$ cat config.mk
export PLATFORM = sky130hd
export DESIGN_NAME = awg_sequencer
export DESIGN_NICKNAME = d
export VERILOG_FILES = /design/src/rtl/awg_sequencer.sv
export SDC_FILE = /design/constraint.sdc
export NUM_CORES = 1
export LEC_CHECK = 0
export CAP_MARGIN = 25
export CORE_UTILIZATION = 40
export DETAILED_ROUTE_END_ITERATION = 8
export PLACE_DENSITY = 0.54
export SYNTH_ARGS = -nofsm -noshare
export SYNTH_HDL_FRONTEND = slang
export SYNTH_SLANG_ARGS = --single-unit
$ cat constraint.sdc
create_clock -name ref_clk -period 9.15 [get_ports ref_clk]
set_input_delay 0.915 -clock ref_clk [delete_from_list [all_inputs] [get_ports ref_clk]]
set_output_delay 0.915 -clock ref_clk [all_outputs]
set_load 0.05 [all_outputs]
$ cat src/rtl/awg_sequencer.sv
// awg_sequencer: plays a small program of DC/ramp/triangle/square segments
// at ref_clk/DIV and produces the registered 8-bit offset-binary DAC sample.
module awg_sequencer #(
  parameter int NUM_SEG = 8,
  parameter int DIV     = 12,
  parameter int PHASE_W = 16,
  localparam int SEG_W  = $clog2(NUM_SEG)
) (
  input  logic               ref_clk,
  input  logic               rst_n,
  input  logic               cfg_we,
  input  logic [SEG_W-1:0]   cfg_addr,
  input  logic [1:0]         cfg_shape,
  input  logic [7:0]         cfg_amp,
  input  logic [PHASE_W-1:0] cfg_inc,
  input  logic [15:0]        cfg_len,
  input  logic               cfg_last,
  input  logic               start,
  input  logic               stop,
  input  logic               loop,
  output logic [7:0]         sample,
  output logic               sample_tick,
  output logic               busy,
  output logic [SEG_W-1:0]   seg_idx,
  output logic               done
);

  localparam int DIV_W = $clog2(DIV);
  localparam logic [SEG_W-1:0] LAST_IDX = SEG_W'(NUM_SEG - 1);
  localparam logic [7:0] MID = 8'd128;

  typedef enum logic [1:0] {IDLE, LOAD, RUN} state_e;

  state_e             state_q;
  logic [1:0]         segShape_q [NUM_SEG];
  logic [7:0]         segAmp_q   [NUM_SEG];
  logic [PHASE_W-1:0] segInc_q   [NUM_SEG];
  logic [15:0]        segLen_q   [NUM_SEG];
  logic               segLast_q  [NUM_SEG];

  logic [1:0]         wShape_q;
  logic [7:0]         wAmp_q;
  logic [PHASE_W-1:0] wInc_q;
  logic               wLast_q;
  logic [PHASE_W-1:0] phase_q;
  logic [DIV_W-1:0]   divCnt_q;
  logic [15:0]        remaining_q;
  logic [7:0]         sample_q;
  logic               sampleTick_q;
  logic               busy_q;
  logic [SEG_W-1:0]   segIdx_q;
  logic               done_q;

  logic [7:0]          u;
  logic [7:0]          w;
  logic signed [8:0]   diff;
  logic signed [16:0]  prod;
  logic [7:0]          sample_d;
  logic [PHASE_W-1:0]  phase_d;
  logic                segFinal;

  // Program store; writes land in any state and only matter at the next LOAD.
  always_ff @(posedge ref_clk or negedge rst_n) begin
    if (!rst_n) begin
      for (int i = 0; i < NUM_SEG; i++) begin
        segShape_q[i] <= '0;
        segAmp_q[i]   <= '0;
        segInc_q[i]   <= '0;
        segLen_q[i]   <= '0;
        segLast_q[i]  <= 1'b0;
      end
    end else if (cfg_we) begin
      segShape_q[cfg_addr] <= cfg_shape;
      segAmp_q[cfg_addr]   <= cfg_amp;
      segInc_q[cfg_addr]   <= cfg_inc;
      segLen_q[cfg_addr]   <= cfg_len;
      segLast_q[cfg_addr]  <= cfg_last;
    end
  end

  // Waveform lookup: amplitude scales the signed excursion around mid-scale.
  always_comb begin
    u = phase_q[PHASE_W-1 -: 8];
    case (wShape_q)
      2'd1:    w = u;
      2'd2:    w = u[7] ? ~{u[6:0], 1'b0} : {u[6:0], 1'b0};
      default: w = u[7] ? 8'd0 : 8'd255;
    endcase
    diff     = $signed({1'b0, w}) - 9'sd128;
    prod     = 17'(diff) * $signed({9'd0, wAmp_q});
    sample_d = (wShape_q == 2'd0) ? wAmp_q : 8'(prod >>> 8) + MID;
    phase_d  = phase_q + wInc_q;
    segFinal = ((state_q == LOAD) ? segLast_q[segIdx_q] : wLast_q) ||
               (segIdx_q == LAST_IDX);
  end

  always_ff @(posedge ref_clk or negedge rst_n) begin
    if (!rst_n) begin
      state_q      <= IDLE;
      wShape_q     <= '0;
      wAmp_q       <= '0;
      wInc_q       <= '0;
      wLast_q      <= 1'b0;
      phase_q      <= '0;
      divCnt_q     <= '0;
      remaining_q  <= '0;
      sample_q     <= MID;
      sampleTick_q <= 1'b0;
      busy_q       <= 1'b0;
      segIdx_q     <= '0;
      done_q       <= 1'b0;
    end else begin
      sampleTick_q <= 1'b0;
      done_q       <= 1'b0;
      case (state_q)
        IDLE: begin
          sample_q <= MID;
          if (start && !stop) begin
            segIdx_q <= '0;
            busy_q   <= 1'b1;
            state_q  <= LOAD;
          end
        end
        LOAD: begin
          if (stop) begin
            state_q  <= IDLE;
            busy_q   <= 1'b0;
            sample_q <= MID;
          end else begin
            wShape_q    <= segShape_q[segIdx_q];
            wAmp_q      <= segAmp_q[segIdx_q];
            wInc_q      <= segInc_q[segIdx_q];
            wLast_q     <= segLast_q[segIdx_q];
            phase_q     <= '0;
            divCnt_q    <= '0;
            remaining_q <= segLen_q[segIdx_q];
            // Zero-length segments end right here without producing a sample.
            if (segLen_q[segIdx_q] != 16'd0) begin
              state_q <= RUN;
            end else if (!segFinal) begin
              segIdx_q <= segIdx_q + SEG_W'(1);
            end else if (loop) begin
              segIdx_q <= '0;
            end else begin
              done_q   <= 1'b1;
              busy_q   <= 1'b0;
              sample_q <= MID;
              state_q  <= IDLE;
            end
          end
        end
        RUN: begin
          if (stop) begin
            state_q  <= IDLE;
            busy_q   <= 1'b0;
            sample_q <= MID;
          end else if (remaining_q == 16'd0) begin
            // Final tick already shown for one cycle; now finish.
            done_q   <= 1'b1;
            busy_q   <= 1'b0;
            sample_q <= MID;
            state_q  <= IDLE;
          end else if (divCnt_q == DIV_W'(DIV - 1)) begin
            divCnt_q     <= '0;
            sample_q     <= sample_d;
            sampleTick_q <= 1'b1;
            phase_q      <= phase_d;
            remaining_q  <= remaining_q - 16'd1;
            if (remaining_q == 16'd1) begin
              if (!segFinal) begin
                segIdx_q <= segIdx_q + SEG_W'(1);
                state_q  <= LOAD;
              end else if (loop) begin
                segIdx_q <= '0;
                state_q  <= LOAD;
              end
            end
          end else begin
            divCnt_q <= divCnt_q + DIV_W'(1);
          end
        end
        default: state_q <= IDLE;
      endcase
    end
  end

  assign sample      = sample_q;
  assign sample_tick = sampleTick_q;
  assign busy        = busy_q;
  assign seg_idx     = segIdx_q;
  assign done        = done_q;

endmodule

# After elaboration in Yosys (flattened, before gate mapping)
# Index checks and enable logic that the tools add are counted.
[totals] inputBits=52 elab_cells=204 ff_bits=423
[op_classes] mul=1 addsub=6 magnitude_cmp=3 reduce_logical=17 bitwise_logic=4 n_mux=97 eq_ne=23
[op_table] operator="bitwise mux 128 bit" count=2
[op_table] operator="2-to-1 mux 16 bit" count=13
[op_table] operator="2-to-1 mux 8 bit" count=13
[op_table] operator="binary-select mux 16 bit (select 3 bit)" count=2
[op_table] operator="bitwise mux 64 bit" count=1
[op_table] operator="case mux 16 bit (2 select lines)" count=2
[op_table] operator="demux 16 bit (select 3 bit)" count=1
[op_table] operator="2-to-1 mux 2 bit" count=14
[op_table] operator="2-to-1 mux 3 bit" count=9
[op_table] operator="binary-select mux 8 bit (select 3 bit)" count=1
[op_table] operator="demux 8 bit (select 3 bit)" count=1
[op_table] operator="case mux 8 bit (3 select lines)" count=1
[op_table] operator="2-to-1 mux 1 bit" count=21
[op_table] operator="adder 16 bit" count=1
[op_table] operator="bitwise mux 16 bit" count=1
[op_table] operator="equality test 16 x 1 -> 1 bit, second input constant" count=1
[op_table] operator="zero test 16 bit" count=1
[op_table] operator="multiplier 9 x 9 -> 16 bit" count=1
[op_table] operator="2-to-1 mux 4 bit" count=4
[op_table] operator="case mux 8 bit (2 select lines)" count=1
[op_table] operator="nonzero test 16 bit" count=1
[op_table] operator="subtractor 16 x 1 -> 16 bit, second input constant" count=1
[op_table] operator="!= test 2 bit, second input constant" count=7
[op_table] operator="!= test 3 bit, second input constant" count=4
[op_table] operator="other kinds (37)" count=47

# Depth between registers and ports, before layout
[depth] depth_word=12 depth_mapped=25

# Worst setup path before layout
# No wires, ideal clock.
[synth_timing] path_type="flip-flop to flip-flop" from="register wShape_q[0]" to="register sample_q[5] (netlist: sample[5])" arrival_ps=5677 path_slack_ps=3352 path_stages_with_launch=23 path_cell_list="dfrtp_1 inv_1 ha_1 buf_2 clkbuf_1 a21oi_1 a31oi_1 nand2_1 fa_1 fa_1 inv_1 fa_1 inv_1 fa_1 inv_1 ha_1 or2_2 a311oi_1 nor3_1 a2111oi_1 xor2_1 o21ai_0 a22o_1"
[synth_via] elab_chain_len=10 elab_cells_between_ends=12 cone_classes="add/sub: 2; mul: 1; eq/ne: 2; mux: 6; reduce/logical: 1"
[synth_lines] element="start, declared" line="41" source="logic [1:0] wShape_q;"
[synth_lines] element="start signal, assigned" line="130" source="wShape_q <= segShape_q[segIdx_q];"
[synth_lines] element="equality test 2 bit or equality test 2 x 1 -> 1 bit (tied branches)" line="84" source="case (wShape_q)"
[synth_lines] element="case mux 8 bit (2 select lines)" line="84"
[synth_lines] element="subtractor 8 x 8 -> 9 bit" line="89" source="diff = $signed({1'b0, w}) - 9'sd128;"
[synth_lines] element="multiplier 9 x 9 -> 16 bit" line="90" source="prod = 17'(diff) * $signed({9'd0, wAmp_q});"
[synth_lines] element="adder 8 bit" line="91" source="sample_d = (wShape_q == 2'd0) ? wAmp_q : 8'(prod >>> 8) + MID;"
[synth_lines] element="2-to-1 mux 8 bit (*)" line="91"
[synth_lines] element="2-to-1 mux 8 bit (*)" line="163" source="end else if (divCnt_q == DIV_W'(DIV - 1)) begin"
[synth_lines] element="2-to-1 mux 8 bit (*)" line="157" source="end else if (remaining_q == 16'd0) begin"
[synth_lines] element="2-to-1 mux 8 bit (*)" line="153" source="if (stop) begin"
[synth_lines] element="case mux 8 bit (3 select lines) (*)" line="115" source="case (state_q)"
[synth_lines] element="end signal, assigned" line="165" source="sample_q <= sample_d;"
[synth_lines] element="end, declared" line="48" source="logic [7:0] sample_q;"
# Mark *: on every way between the ends. The rest lies on a longest branch, timed or not. The select of a mux whose other input is x is not followed.
# A chain may end at the register's enable or synchronous reset.

# Worst setup path in the final report
# Same ends and word-level chain as after synthesis.

==> metrics.md <==
| Metric | Value |
|---|---|
| Post-CTS Resized | 0 |
| Via-to-Cell Ratio | between 5 and 6 |
| Pin count of the biggest net entering global routing | roughly 150 |
| Cell Rows | 85 |
| Synth cell types | a little under 70 |
| YS warnings | 0 |
| R2R setup slack | ~2.7 ns |
| Fin crit share | around 70% |
| Mapped Area | about 0.022 mm² |
| Highest routed layer | met5 |
| Most frequent cells in the layout | 419 x dfrtp_1, 347 x mux2_2, 143 x nand2_1, 86 x mux4_2, 84 x inv_1 |
| Minimum clock period after layout | 6.44 ns |
| DR iter-0 viols | approximately 700 |
| Yosys top cell by area | dfrtp_1 |
| Slew of the pin with the lowest slew margin | between 0.9 and 1 ns |
| Worst Setup Start Kind | flop |
| WL met3 | roughly 1600 µm |
| CTS Buffer Depth | 3 |
| RSZ-0062 raised after global routing | no |
| Dominant cells by area after synthesis | dfrtp_1 48%, mux2_2 18%, mux4_2 8.7% |
| Post-synth EDFFs | 0 |
| Die span in x | between 200 and 250 µm |
| Mapped Cells | between 1500 and 2000 |
| CTS Buf Count | 47 |
| CP Class | flop to flop |
| Die Y | between 200 and 250 µm |
| Clock Root Buffer | clkbuf_16 |
| Total of max-cap violations | 0 |
| Status | complete, no violations |
| Most common cell after layout, fill and taps aside | dfrtp_1 |
| # nets final | roughly 1900 |
| Number of synthesized register bits | ~420 |
| CTS tree | done |
| Layout cells sized above 1 | a little over 30% |
| DP HPWL | about 31000 µm |
| Async SR Flop Fraction | 100% |
| Placed instance count | around 2500 |
| Metal1 wirelength | between 20000 and 25000 µm |
| Sequential-to-total area share from yosys stat | a little under half |
| Crit Path Max Fanout | 18 |
| Met2 wire len | about 24000 µm |
| I/O pin cnt | 66 |
| Skew final | roughly 0.014 ns |
| Drt total wl | around 52000 µm |
| WL per Instance | approximately 20 µm |
| Initial antenna violation count | 2 |
| Final total negative setup slack | 0 ns |
| Clock sinks | roughly 420 |
| Mean cell area of the mapped netlist | 12.8 µm² |
| # diodes | 0 |
| # DRC | 0 |
| Cts hold-fix bufs | 0 |
| P&R area growth vs syn | 13.4% |
| Post-DRT Antenna Nets | 0 |
| Vias in the first global route | approximately 14000 |
| Finished Layout Cells | 2554 |
| Slew Viols, Final | 0 |
| GR Overflow Total | 0 |
| Pre-Repair DR Iteration Count | 5 |
| Routability cong. | 0.822 |
| Syn Nets | 1900 |
| Synth top area share | between 40% and 50% |
| Global-route wire length before repair | ~84000 µm |
| All-Layer GR Usage | between 10% and 20% |
| Worst-path clk slew | around 0.06 ns |
| Die area | 0.0565 mm² |
| Port Buffer Count | 65 |
| Setup Buffers After CTS | 0 |
| Count of final setup violators | 0 |
| H-tree depth | 2 |
| Crit path DAT | around 6.9 ns |
| Worst-Skew Late Latency | between 0.5 and 0.6 ns |
| Final hold vios | 0 |
| Max-Slew Margin vs Limit | 36.2% |
| Fmax | 155 MHz |
| Synth Flop Type | dfrtp_1 |
| Setup crit end kind | flop |
| Core area | 0.0543 mm² |
| Initial Util | approximately 41% |
| Worst path required time | ~9.6 ns |
| Worst hold path type | input port to async pin |
| Vias post-DR | 13700 |
[kinds of logic (layout without fill, tap and decap cells)]
logic type / Yosys count / count (layout) / share of synthesized area [%]
compound gates: 176 / 176 / 5.09
xor+xnor: 27 / 27 / 1.07
fa+ha+maj: 107 / 107 / 7.79
buf+inv: 183 / 257 / 3.31
flops: 423 / 423 / 47.7
mux: 448 / 448 / 27.1
simple gates: 377 / 377 / 8.00
[final timing paths]
check	cells past startpoint	startpoint	end
min reg2reg	2	sample[7]$_DFFE_PN1P_	sample[7]$_DFFE_PN1P_
max in group asynchronous	4	rst_n	segAmp_q[56]$_DFFE_PN0P_
max reg2reg	21	wShape_q[0]$_DFFE_PN0P_	sample[5]$_DFFE_PN0P_
max	21	wShape_q[0]$_DFFE_PN0P_	sample[5]$_DFFE_PN0P_
min	1	rst_n	segInc_q[81]$_DFFE_PN0P_
min in group ref_clk	2	sample[7]$_DFFE_PN1P_	sample[7]$_DFFE_PN1P_
[through the flow]
step	worst slack (ns)	utilization, %	hold WS (ns)	area (µm²)
finish	2.71	46.3	0.278	25200
global route	2.12	46.3	0.314	25200
CTS	2.69	46.3	0.293	25200
detailed placement	2.71	43.4	0.459	23600
global placement	2.93	43.4	0.455	23600
floorplan	3.35	-	0.443	22200
[synth_stat cells (3+ instances only)]
cell type,count
nor2b_1,26
nand3b_1,3
xor2_1,12
and3_1,6
inv_1,84
a21o_1,9
o22ai_1,7
ha_1,55
nor2_1,79
a211oi_1,3
nand3_1,30
nor4_1,8
nand4_1,5
nand2b_1,13
o31ai_1,4
o21ai_0,38
dfrtp_1,422
o21ai_1,3
nor3b_1,8
a21oi_1,41
mux2_2,347
and2_1,19
nor3_1,19
fa_1,52
nand2_1,143
o41ai_1,3
a22o_1,9
buf_2,11
o211ai_1,6
mux2i_1,11
mux4_2,86
buf_1,16
xnor2_1,15
nand4b_1,4
clkbuf_1,66
or3_1,7
a31oi_1,30
[registers in the layout (all words and copies together), names as in the netlist]
register,cells
busy,1
wInc_q,16
seg_idx,3
sample_tick,1
wShape_q,2
sample,8
done,1
wLast_q,1
segLast_q,8
segShape_q,16
segAmp_q,64
divCnt_q,4
wAmp_q,8
segInc_q,128
state_q,2
remaining_q,16
segLen_q,128
phase_q,16
[metal layers]
| layer | global-route usage [%] | vias to the layer above |
|---|---|---|
| met5 | 0 | - |
| met4 | 3.89 | 4 |
| met3 | 2.97 | 65 |
| met2 | 31.1 | 155 |
| met1 | 27.1 | 7138 |
| li1 | - | 6289 |
[cell type report]
| cell class | instances | area (µm²) |
|---|---|---|
| Tap cell | 739 | 925 |
| Clock inverter | 13 | 198 |
| Inverter | 86 | 323 |
| Sequential cell | 423 | 10600 |
| Clock buffer | 72 | 1390 |
| Timing Repair Buffer | 86 | 846 |
| Multi-Input combinational cell | 1135 | 10900 |
| Fill cell | 4882 | 29200 |
[worst max-delay path: stages (launching register included)]
cell and delay (ns):
dfrtp_1 0.37, inv_1 0.07, ha_1 0.61, a21oi_1 0.12, a31oi_1 0.56, nand2_1 0.32, fa_1 0.56, inv_1 0.05
fa_1 0.49, inv_1 0.05, fa_1 0.52, inv_1 0.05, fa_1 0.43, ha_1 0.31, nand4_1 0.13, a2111oi_0 0.67
a311oi_1 0.23, nor3_1 0.25, a2111oi_1 0.09, xor2_1 0.13, o21ai_0 0.08, a22o_1 0.21
Power is not shown: default switching activity piles up to over one toggle a cycle in this logic, so the estimate is an artifact.
